## config.mk

```make
export PLATFORM = sky130hd
export DESIGN_NAME = dcache_ctrl
export DESIGN_NICKNAME = d
export VERILOG_FILES = /design/src/rtl/dcache_pkg.sv /design/src/rtl/dcache_array.sv /design/src/rtl/dcache_ctrl.sv
export SDC_FILE = /design/constraint.sdc
export NUM_CORES = 1
export LEC_CHECK = 0
export CAP_MARGIN = 30
export CELL_PAD_IN_SITES_DETAIL_PLACEMENT = 1
export CELL_PAD_IN_SITES_GLOBAL_PLACEMENT = 1
export CORE_ASPECT_RATIO = 0.7
export CORE_MARGIN = 1
export CORE_UTILIZATION = 49
export CTS_CLUSTER_SIZE = 24
export DETAILED_ROUTE_END_ITERATION = 12
export HOLD_SLACK_MARGIN = 0.03
export PLACE_DENSITY = 0.89
export SKIP_CTS_REPAIR_TIMING = 1
export SLEW_MARGIN = 40
export SYNTH_ARGS = -nofsm -noshare
export SYNTH_HDL_FRONTEND = slang
export SYNTH_SLANG_ARGS = --single-unit
```

## constraint.sdc

```tcl
create_clock -name clk -period 5.1 [get_ports clk]
set_input_delay 1.02 -clock clk [delete_from_list [all_inputs] [get_ports clk]]
set_output_delay 1.02 -clock clk [all_outputs]
set_load 0.005 [all_outputs]
```

## src/rtl/dcache_pkg.sv

```systemverilog
// Shared types and geometry for the direct-mapped write-through data cache.
// Optional build macro used by dcache_ctrl: DCACHE_STATS_EN (read hit/miss counters).
package dcache_pkg;

  localparam int ADDR_W     = 16;
  localparam int DATA_W     = 16;
  localparam int LINE_WORDS = 4;
  localparam int NUM_LINES  = 4;

  localparam int OFFSET_W = $clog2(LINE_WORDS);
  localparam int INDEX_W  = $clog2(NUM_LINES);
  localparam int TAG_W    = ADDR_W - OFFSET_W - INDEX_W;

  typedef enum logic [1:0] {
    IDLE  = 2'd0,
    RESP  = 2'd1,
    FILL  = 2'd2,
    WRITE = 2'd3
  } state_t;

  // One cache line, word 0 in the least significant bits.
  typedef logic [LINE_WORDS-1:0][DATA_W-1:0] line_t;

  // Select one word of a line by its word offset.
  function automatic logic [DATA_W-1:0] pick_word(input line_t l, input logic [OFFSET_W-1:0] off);
    return l[off];
  endfunction

endpackage

```

## src/rtl/dcache_array.sv

```systemverilog
// Tag/valid/data storage for the data cache. Reads are combinational on the
// selected index; writes are either a full-line fill or a single-word update.
// Valid bits clear asynchronously on reset; tag and data are left as-is since
// an invalid line is never consulted.
module dcache_array
  import dcache_pkg::*;
(
  input  logic                clk,
  input  logic                reset_n,
  input  logic [INDEX_W-1:0]  index,
  output logic                valid,
  output logic [TAG_W-1:0]    tag,
  output line_t               line,
  input  logic                fill_en,
  input  logic [TAG_W-1:0]    fill_tag,
  input  line_t               fill_line,
  input  logic                word_en,
  input  logic [OFFSET_W-1:0] word_off,
  input  logic [DATA_W-1:0]   word_data
);

  logic [NUM_LINES-1:0] valid_q;
  logic [TAG_W-1:0]     tag_q  [NUM_LINES];
  line_t                data_q [NUM_LINES];

  assign valid = valid_q[index];
  assign tag   = tag_q[index];
  assign line  = data_q[index];

  // Valid bits: set on a line fill, cleared only by reset.
  always_ff @(posedge clk or negedge reset_n) begin
    if (!reset_n) begin
      valid_q <= '0;
    end else if (fill_en) begin
      valid_q[index] <= 1'b1;
    end
  end

  // Tag and data: a fill replaces the whole line, a write hit patches one word.
  always_ff @(posedge clk) begin
    if (fill_en) begin
      tag_q[index]  <= fill_tag;
      data_q[index] <= fill_line;
    end else if (word_en) begin
      data_q[index][word_off] <= word_data;
    end
  end

endmodule

```

## src/rtl/dcache_ctrl.sv

```systemverilog
// Direct-mapped, write-through, no-write-allocate data cache controller.
// Handshake: the CPU holds d_readC/d_writeC (plus address/data) until the
// one-cycle complete2 pulse and drops it in that same cycle; toward memory,
// d_readM/d_writeM stay high until the one-cycle mem_ack pulse.
// Optional build macro: DCACHE_STATS_EN adds saturating hit_cnt/miss_cnt outputs.
module dcache_ctrl
  import dcache_pkg::*;
(
  input  logic                         clk,
  input  logic                         reset_n,
  input  logic                         d_readC,
  input  logic                         d_writeC,
  input  logic [ADDR_W-1:0]            address_c,
  input  logic [DATA_W-1:0]            wdata_c,
  output logic [DATA_W-1:0]            rdata_c,
  output logic                         complete2,
  output logic                         d_readM,
  output logic                         d_writeM,
  output logic [ADDR_W-1:0]            address_m,
  output logic [DATA_W-1:0]            wdata_m,
  input  logic [DATA_W*LINE_WORDS-1:0] line_m,
  input  logic                         mem_ack,
  output state_t                       state_dbg
`ifdef DCACHE_STATS_EN
  ,
  output logic [15:0]                  hit_cnt,
  output logic [15:0]                  miss_cnt
`endif
);

  state_t              state;
  logic [ADDR_W-1:0]   req_addr;

  logic [OFFSET_W-1:0] cur_off;
  logic [INDEX_W-1:0]  cur_idx;
  logic [TAG_W-1:0]    cur_tag;
  logic [INDEX_W-1:0]  arr_idx;
  logic [OFFSET_W-1:0] req_off;

  logic                arr_valid;
  logic [TAG_W-1:0]    arr_tag;
  line_t               arr_line;
  line_t               fill_line;
  logic                hit;
  logic                rd_req;
  logic                fill_en;
  logic                word_en;

  assign cur_off   = address_c[OFFSET_W-1:0];
  assign cur_idx   = address_c[OFFSET_W +: INDEX_W];
  assign cur_tag   = address_c[ADDR_W-1 -: TAG_W];
  assign req_off   = req_addr[OFFSET_W-1:0];
  // While a fill is outstanding the array must point at the latched request.
  assign arr_idx   = (state == IDLE) ? cur_idx : req_addr[OFFSET_W +: INDEX_W];
  assign hit       = arr_valid && (arr_tag == cur_tag);
  // A simultaneous read and write is treated as a write.
  assign rd_req    = d_readC && !d_writeC;
  assign word_en   = (state == IDLE) && d_writeC && hit;
  assign fill_en   = (state == FILL) && mem_ack;
  assign fill_line = line_m;
  assign state_dbg = state;

  dcache_array u_array (
    .clk       (clk),
    .reset_n   (reset_n),
    .index     (arr_idx),
    .valid     (arr_valid),
    .tag       (arr_tag),
    .line      (arr_line),
    .fill_en   (fill_en),
    .fill_tag  (req_addr[ADDR_W-1 -: TAG_W]),
    .fill_line (fill_line),
    .word_en   (word_en),
    .word_off  (cur_off),
    .word_data (wdata_c)
  );

  // Request FSM with registered memory-side and CPU-side outputs.
  always_ff @(posedge clk or negedge reset_n) begin
    if (!reset_n) begin
      state     <= IDLE;
      req_addr  <= '0;
      rdata_c   <= '0;
      complete2 <= 1'b0;
      d_readM   <= 1'b0;
      d_writeM  <= 1'b0;
      address_m <= '0;
      wdata_m   <= '0;
    end else begin
      case (state)
        IDLE: begin
          if (d_writeC) begin
            state     <= WRITE;
            d_writeM  <= 1'b1;
            address_m <= address_c;
            wdata_m   <= wdata_c;
          end else if (d_readC) begin
            req_addr <= address_c;
            if (hit) begin
              rdata_c   <= pick_word(arr_line, cur_off);
              complete2 <= 1'b1;
              state     <= RESP;
            end else begin
              d_readM   <= 1'b1;
              address_m <= {address_c[ADDR_W-1:OFFSET_W], {OFFSET_W{1'b0}}};
              state     <= FILL;
            end
          end
        end
        RESP: begin
          complete2 <= 1'b0;
          state     <= IDLE;
        end
        FILL: begin
          if (mem_ack) begin
            d_readM   <= 1'b0;
            rdata_c   <= pick_word(fill_line, req_off);
            complete2 <= 1'b1;
            state     <= RESP;
          end
        end
        WRITE: begin
          if (mem_ack) begin
            d_writeM  <= 1'b0;
            complete2 <= 1'b1;
            state     <= RESP;
          end
        end
        default: state <= IDLE;
      endcase
    end
  end

`ifdef DCACHE_STATS_EN
  // Saturating read hit/miss counters, counted when a read leaves IDLE.
  always_ff @(posedge clk or negedge reset_n) begin
    if (!reset_n) begin
      hit_cnt  <= '0;
      miss_cnt <= '0;
    end else if (state == IDLE && rd_req) begin
      if (hit && hit_cnt != 16'hFFFF) begin
        hit_cnt <= hit_cnt + 16'd1;
      end else if (!hit && miss_cnt != 16'hFFFF) begin
        miss_cnt <= miss_cnt + 16'd1;
      end
    end
  end
`endif

endmodule

```

# After elaboration in Yosys (flattened, before gate mapping)
# Memories as Yosys holds them, arrays and structs flattened.
# Cells that the tools add are included.
[op_classes] muxes=105 eq_ne=14 n_reduce_logical=19 n_lt_le_gt_ge=5 n_bitwise=66
[ops] op="2-to-1 mux 16 bit" count=10
[ops] op="2-to-1 mux 1 bit" count=79
[ops] op="binary-select mux 16 bit (select 2 bit)" count=2
[ops] op="2-to-1 mux 64 bit" count=1
[ops] op="bitwise OR 1 bit" count=64
[ops] op="demux 16 bit (select 2 bit)" count=1
[ops] op="case mux 16 bit (2 select lines)" count=1
[ops] op="inequality test 2 bit, second input constant" count=8
[ops] op="equality test 12 bit" count=1
[ops] op="2-to-1 mux 2 bit" count=5
[ops] op="AND reduction 5 bit" count=2
[ops] op="less-than comparator 2 x 3 -> 1 bit, second input constant" count=3
[ops] op="AND reduction 3 bit" count=3
[ops] op="logical AND 1 bit" count=6
[ops] op="case mux 2 bit (3 select lines)" count=1
[ops] op="nonzero test 2 bit" count=3
[ops] op="equality test 2 bit, second input constant" count=2
[ops] op="greater-or-equal comparator 2 x 1 -> 1 bit, second input constant" count=2
[ops] op="bitwise OR 4 bit" count=1
[ops] op="case mux 1 bit (2 select lines)" count=2
[ops] op="AND reduction 2 bit" count=2
[ops] op="AND reduction 4 bit" count=1
[ops] op="inequality test 3 bit, second input constant" count=1
[ops] op="case mux 1 bit (3 select lines)" count=1
[ops] op="7 further kinds" count=7
[totals] elab_cells=220 memories=2 output_inout_bits=53 regBits=73 ram_bits=304
[mem_list] memory="u_array.data_q" words=4 word_bits=64 rd=1 rd_clocked_by_memory_dff=0 write_ports=1 line_no="dcache_array.sv:24" rtl="line_t data_q [NUM_LINES];"
[mem_list] memory="u_array.tag_q" words=4 word_bits=12 rd=1 rd_clocked_by_memory_dff=0 write_ports=1 line_no="dcache_array.sv:23" rtl="logic [TAG_W-1:0] tag_q [NUM_LINES];"

# Depth between registers and ports, before layout
[logic_depth] word_depth=10 depth_mapped=11 depth_no_buf=8

# Cells and area by module
# Synthesis repeated with hierarchy kept, for this count alone.
[hier_totals] hier_cells=792 area_unflattened_um2=15990.3
[by_module_without_submodules] mod="dcache_array" cells_per_inst=515 instances=1 area_each_um2=12116.6
[by_module_without_submodules] mod="dcache_ctrl" cells_per_inst=277 instances=1 area_each_um2=3873.7

# Worst setup path before layout
# No wires, ideal clock.
[synth_timing] path_type="input-to-reg" from="in address_c[3]" to="mem u_array.data_q[1][16] (netlist bit) (enable)" required_time_ns=4.706 path_stages=10 slack_ns=0.584 arrival_ns=4.121 path_cell_list="or4_4 o31ai_2 a22oi_1 nand2_1 xor2_1 or4_1 clkbuf_1 or4_4 buf_6 a21oi_1"
[synth_between] elab_chain_len=9
[synth_lines] item="start, declared" line_no="dcache_ctrl.sv:13" rtl="input logic [ADDR_W-1:0] address_c,"
[synth_lines] item="2-to-1 mux 2 bit (*)" line_no="dcache_ctrl.sv:54" rtl="assign arr_idx = (state == IDLE) ? cur_idx : req_addr[OFFSET_W +: INDEX_W];"
[synth_lines] item="memory (4 x 12 bit) or binary-select mux 1 bit (select 2 bit) (tied branches)"
[synth_lines] item="equality test 12 bit or 2-to-1 mux 1 bit (tied branches)" line_no="dcache_ctrl.sv:55, dcache_array.sv:26"
[synth_lines] item="logical AND 1 bit" line_no="dcache_ctrl.sv:55" rtl="assign hit = arr_valid && (arr_tag == cur_tag);"
[synth_lines] item="logical AND 1 bit" line_no="dcache_ctrl.sv:58" rtl="assign word_en = (state == IDLE) && d_writeC && hit;"
[synth_lines] item="2-to-1 mux 1 bit" line_no="dcache_array.sv:44" rtl="end else if (word_en) begin"
[synth_lines] item="2-to-1 mux 1 bit" line_no="dcache_array.sv:41" rtl="if (fill_en) begin"
[synth_lines] item="2-to-1 mux 64 bit (not written as such)" line_no="dcache_array.sv:45" rtl="data_q[index][word_off] <= word_data;"
[synth_lines] item="bitwise OR 1 bit (no line)"
[synth_lines] item="end, declared" line_no="dcache_array.sv:24"
# Mark *: on every way between the ends. The rest lies on a longest branch, timed or not. The select of a mux whose other input is x is not followed.

# Final worst setup path
[layout_timing] from="in address_c[2]" to="mem u_array.data_q[1][46] (netlist bit) (enable)"
# Same word-level chain as after synthesis.

==> results by stage <==
STA:
- For the final database, setup skew stands at around 0.022 ns.
- The number of hold violations in the final report is 0.
- The measured slew at the worst slew-check pin is approximately 0.91 ns.
- The worst path setup slack after routing is ~0.19 ns.
- Static timing analysis puts the maximum clock frequency at 204 MHz.
- The final setup violation count is 0.
- The worst pin sits at a relative slew slack of 0.397.
- The number of pins exceeding their max-slew limit in the final report came to 0.
- Setup repair after global routing left no endpoint under its margin.
- Counting I/O delays and the setup requirement, the final critical path takes slightly below 5 ns.
- Dividing the final minimum period by the clock period gives 0.962.

Final layout:
- The area added between synthesis and finish is 21.8%.
- After routing the design area is about 0.020 sq mm.
- The net count reported at finish is around 1300.
- Once layout is complete, the utilization of the core stands at 0.607.
- The fraction of final layout cells sized beyond drive strength 1 is 0.217.
- For this run, the number of standard cells in the final layout without fillers is about 1600.

Logic synthesis:
- Counting instances in the post-synthesis netlist gives the leading cell types as edfxtp_1, dfrtp_1, nand2_1.
- The area share of the leading cell type in the synthesized netlist is 0.565.
- By instance count, the leading cell after synthesis is edfxtp_1.
- The dominant register cell in the synthesized netlist is edfxtp_1.
- The cell area that synthesis handed to floorplanning was ~0.016 sq mm.
- The gate count after technology mapping is just over 1000.
- The count of unique library cells instantiated by Yosys is between 40 and 50.
- Each instance of the synthesized netlist takes up on average 16.0 sq um.
- The sequential element share of the synthesized area is 0.678.
- The synthesized design spends more area on one cell type than any other, namely edfxtp_1.
- The fraction of synthesis flops using an asynchronous set or reset pin is 0.194.
- After synthesis the netlist holds a flip-flop and latch count of around 380.
- By area the synthesized netlist is led by edfxtp_1, dfrtp_1, mux2_4.
- The synthesized design contains roughly 300 enable-type register cells.
- The total of warnings raised by yosys is 0.
- The total nets after synthesis is roughly 1100.

Routing:
- The DRC violation total after the first TritonRoute iteration is approximately 1700.
- After detailed routing, the average wire length per cell comes to roughly 37 um.
- The overall via count from detail_route is 11900.
- The routed via count divided by cell count is around 7.2.
- The number of detailed-route iterations in the first pass is 7.
- The aggregate routed wire length is a little over 60000 um.
- The remaining antenna violation count after routing is 0.
- After detailed routing, the number of remaining DRC violations is 0.

Floorplan:
- The initial core utilization is 0.499.
- The area of the core is about 0.032 sq mm.
- Measured along the y axis, the die boundary spans around 150 um.
- In this run the count of I/O pins placed on the die edge is 154.
- The die covers ~0.034 sq mm.
- The row count is 55.
- The horizontal extent of the die is 219 um.

Place:
- At the end of routability-driven placement, the weighted congestion stood at 0.866.
- The post-placement worst setup slack is -0.0452 ns.
- The placed instances occupy a cell area of 0.0184 sq mm.
- The number of cells after detailed placement is between 1500 and 2000.
- Once detailed placement completed, the half-perimeter wirelength came to about 38000 um.
- The count of buffers added on input and output ports is roughly 150.

Clock network:
- The maximum clock path buffer count is 3.
- In this run the number of H-tree levels came out at 2.
- The tree is rooted in a clkbuf_16.
- TritonCTS created 38 clock buffers.
- The clock latency on the worst-skew pair is around 0.54 ns.
- TritonCTS built the clock tree.
- The sink count of the clock tree is 377.
- Clock-pin slew was measured on the worst setup and hold paths at 0.06 ns.

Run:
- The number of violations of the max-capacitance limit is 0.

Global routing:
- The initial antenna violation count is 6.
- The maximum number of pins on one net before global-route repair is 74.
- Global routing finished with a remaining overflow of 0.
- Across every metal layer, demand over resource in global routing totals 0.359.
- The via count of the first global-routing pass is around 12000.
- The global-route wire length before repair is 86300 um.

Setup path:
- The maximum fanout count along the critical path is 15.
- The worst setup path is of the input pin to register kind.
- For the worst setup path, the data required time is ~5.3 ns.
- STA classifies the critical path startpoint as an input pin.
- STA classifies the critical path endpoint as a register.
- STA puts the critical path data arrival time at slightly above 5 ns.

Min path:
- The path class of the lowest-slack min-delay path is register to register.

Power and ir drop:
- The peak ir drop on the vdd network is just under 0.3 mV.
- The leakage power is between 0.007 and 0.008 uW.
- For this design the ratio of total power to cell area is 589 mW/mm^2.

Status:
- The flow ran to the end, and the final reports show no timing, DRC or antenna violations.
==> stage by stage <==
step           setup TNS, ns  total power, uW  hold slack [ns]
3_3_place_gp               0             8120            0.452
3_5_place_dp           -2.11             8370            0.466
6_report                   0            11600            0.488
4_1_cts                    0            11400            0.490
2_1_floorplan              0             6520            0.440
5_1_grt                    0            11800            0.518
==> cells in the final DEF, fill, tap and decap left out, types with 16 or more instances in the layout <==
master	netlist	routed
edfxtp_1	304	304
clkdlybuf4s50_1	0	152
nand2_1	72	72
dfrtp_1	73	72
a22o_1	67	67
a221oi_1	65	65
buf_4	2	55
mux2_4	48	48
mux2_2	46	46
clkbuf_16	0	39
inv_1	35	35
a22oi_1	34	34
mux4_2	32	32
nor2_1	22	22
a21oi_1	19	19
o22ai_1	16	16
o311ai_0	16	16
nand4_1	16	16
==> state kept, by name (all words and copies together), names as in the netlist <==
signal and cells:
state_dbg 2, address_m 16, rdata_c 16, u_array.valid_q 4, wdata_m 16, u_array.tag_q 48
d_readM 1, u_array.data_q 256, req_addr 16, complete2 1, d_writeM 1
==> final cells by class <==
cell class,instances,area (sq um)
well taps,427,534
diodes,3,7.51
repair buffers,213,2050
fillers,2921,12700
inverters,35,131
clock inverters,15,150
multi-input cells,522,4760
flip-flops and latches,377,11000
clock buffers,54,1090
==> path summary, 6_finish.rpt <==
check | endpoint | from | cells past startpoint | slack [ns]
setup reg to reg | u_array.data_q[1][46]$_DFFE_PP_ | state_dbg[0]$_DFFE_PN0P_ | 9 | 0.37
min in group asynchronous | address_m[10]$_DFFE_PN0P_ | reset_n | 1 | 0.51
hold reg to reg | wdata_m[2]$_DFFE_PN0P_ | wdata_m[2]$_DFFE_PN0P_ | 2 | 0.49
setup / recovery | u_array.data_q[1][46]$_DFFE_PP_ | address_c[2] | 11 | 0.19
max in group asynchronous | req_addr[1]$_DFFE_PN0P_ | reset_n | 1 | 3.98
hold / removal | wdata_m[2]$_DFFE_PN0P_ | wdata_m[2]$_DFFE_PN0P_ | 2 | 0.49
==> cell families (layout without fill, tap and decap cells) <==
family,after synthesis,count (layout),synth area share
other cells,0,3,0
mux,126,126,0.121
xor+xnor,5,5,0.00271
flops,377,377,0.678
compound gates,240,240,0.120
buf+inv,109,317,0.0300
simple gates,151,151,0.0485
==> power by group <==
group | switching [uW] | internal (uW)
clock network | 1230 | 1650
logic | 2580 | 1770
registers | 448 | 3910
total | 4260 | 7330
==> routing by layer <==
metal | track usage | vias up | part of all wire
met2 | 0.541 | 1140 | 0.44
met1 | 0.488 | 6015 | 0.37
met5 | 0 | - | 0.0016
met4 | 0.148 | 10 | 0.049
li1 | - | 4451 | -
met3 | 0.107 | 247 | 0.14
==> critical path, cell delays in order <==
cell	delay, ns
clkdlybuf4s50_1	0.58
or4b_1	0.57
o21ai_4	0.22
buf_4	0.22
a22oi_1	0.13
and4_1	0.27
nor4_2	0.35
nand4_2	0.37
or4_4	0.76
a21oi_1	0.30
buf_4	0.31
Power figures use the tool's default switching activity.
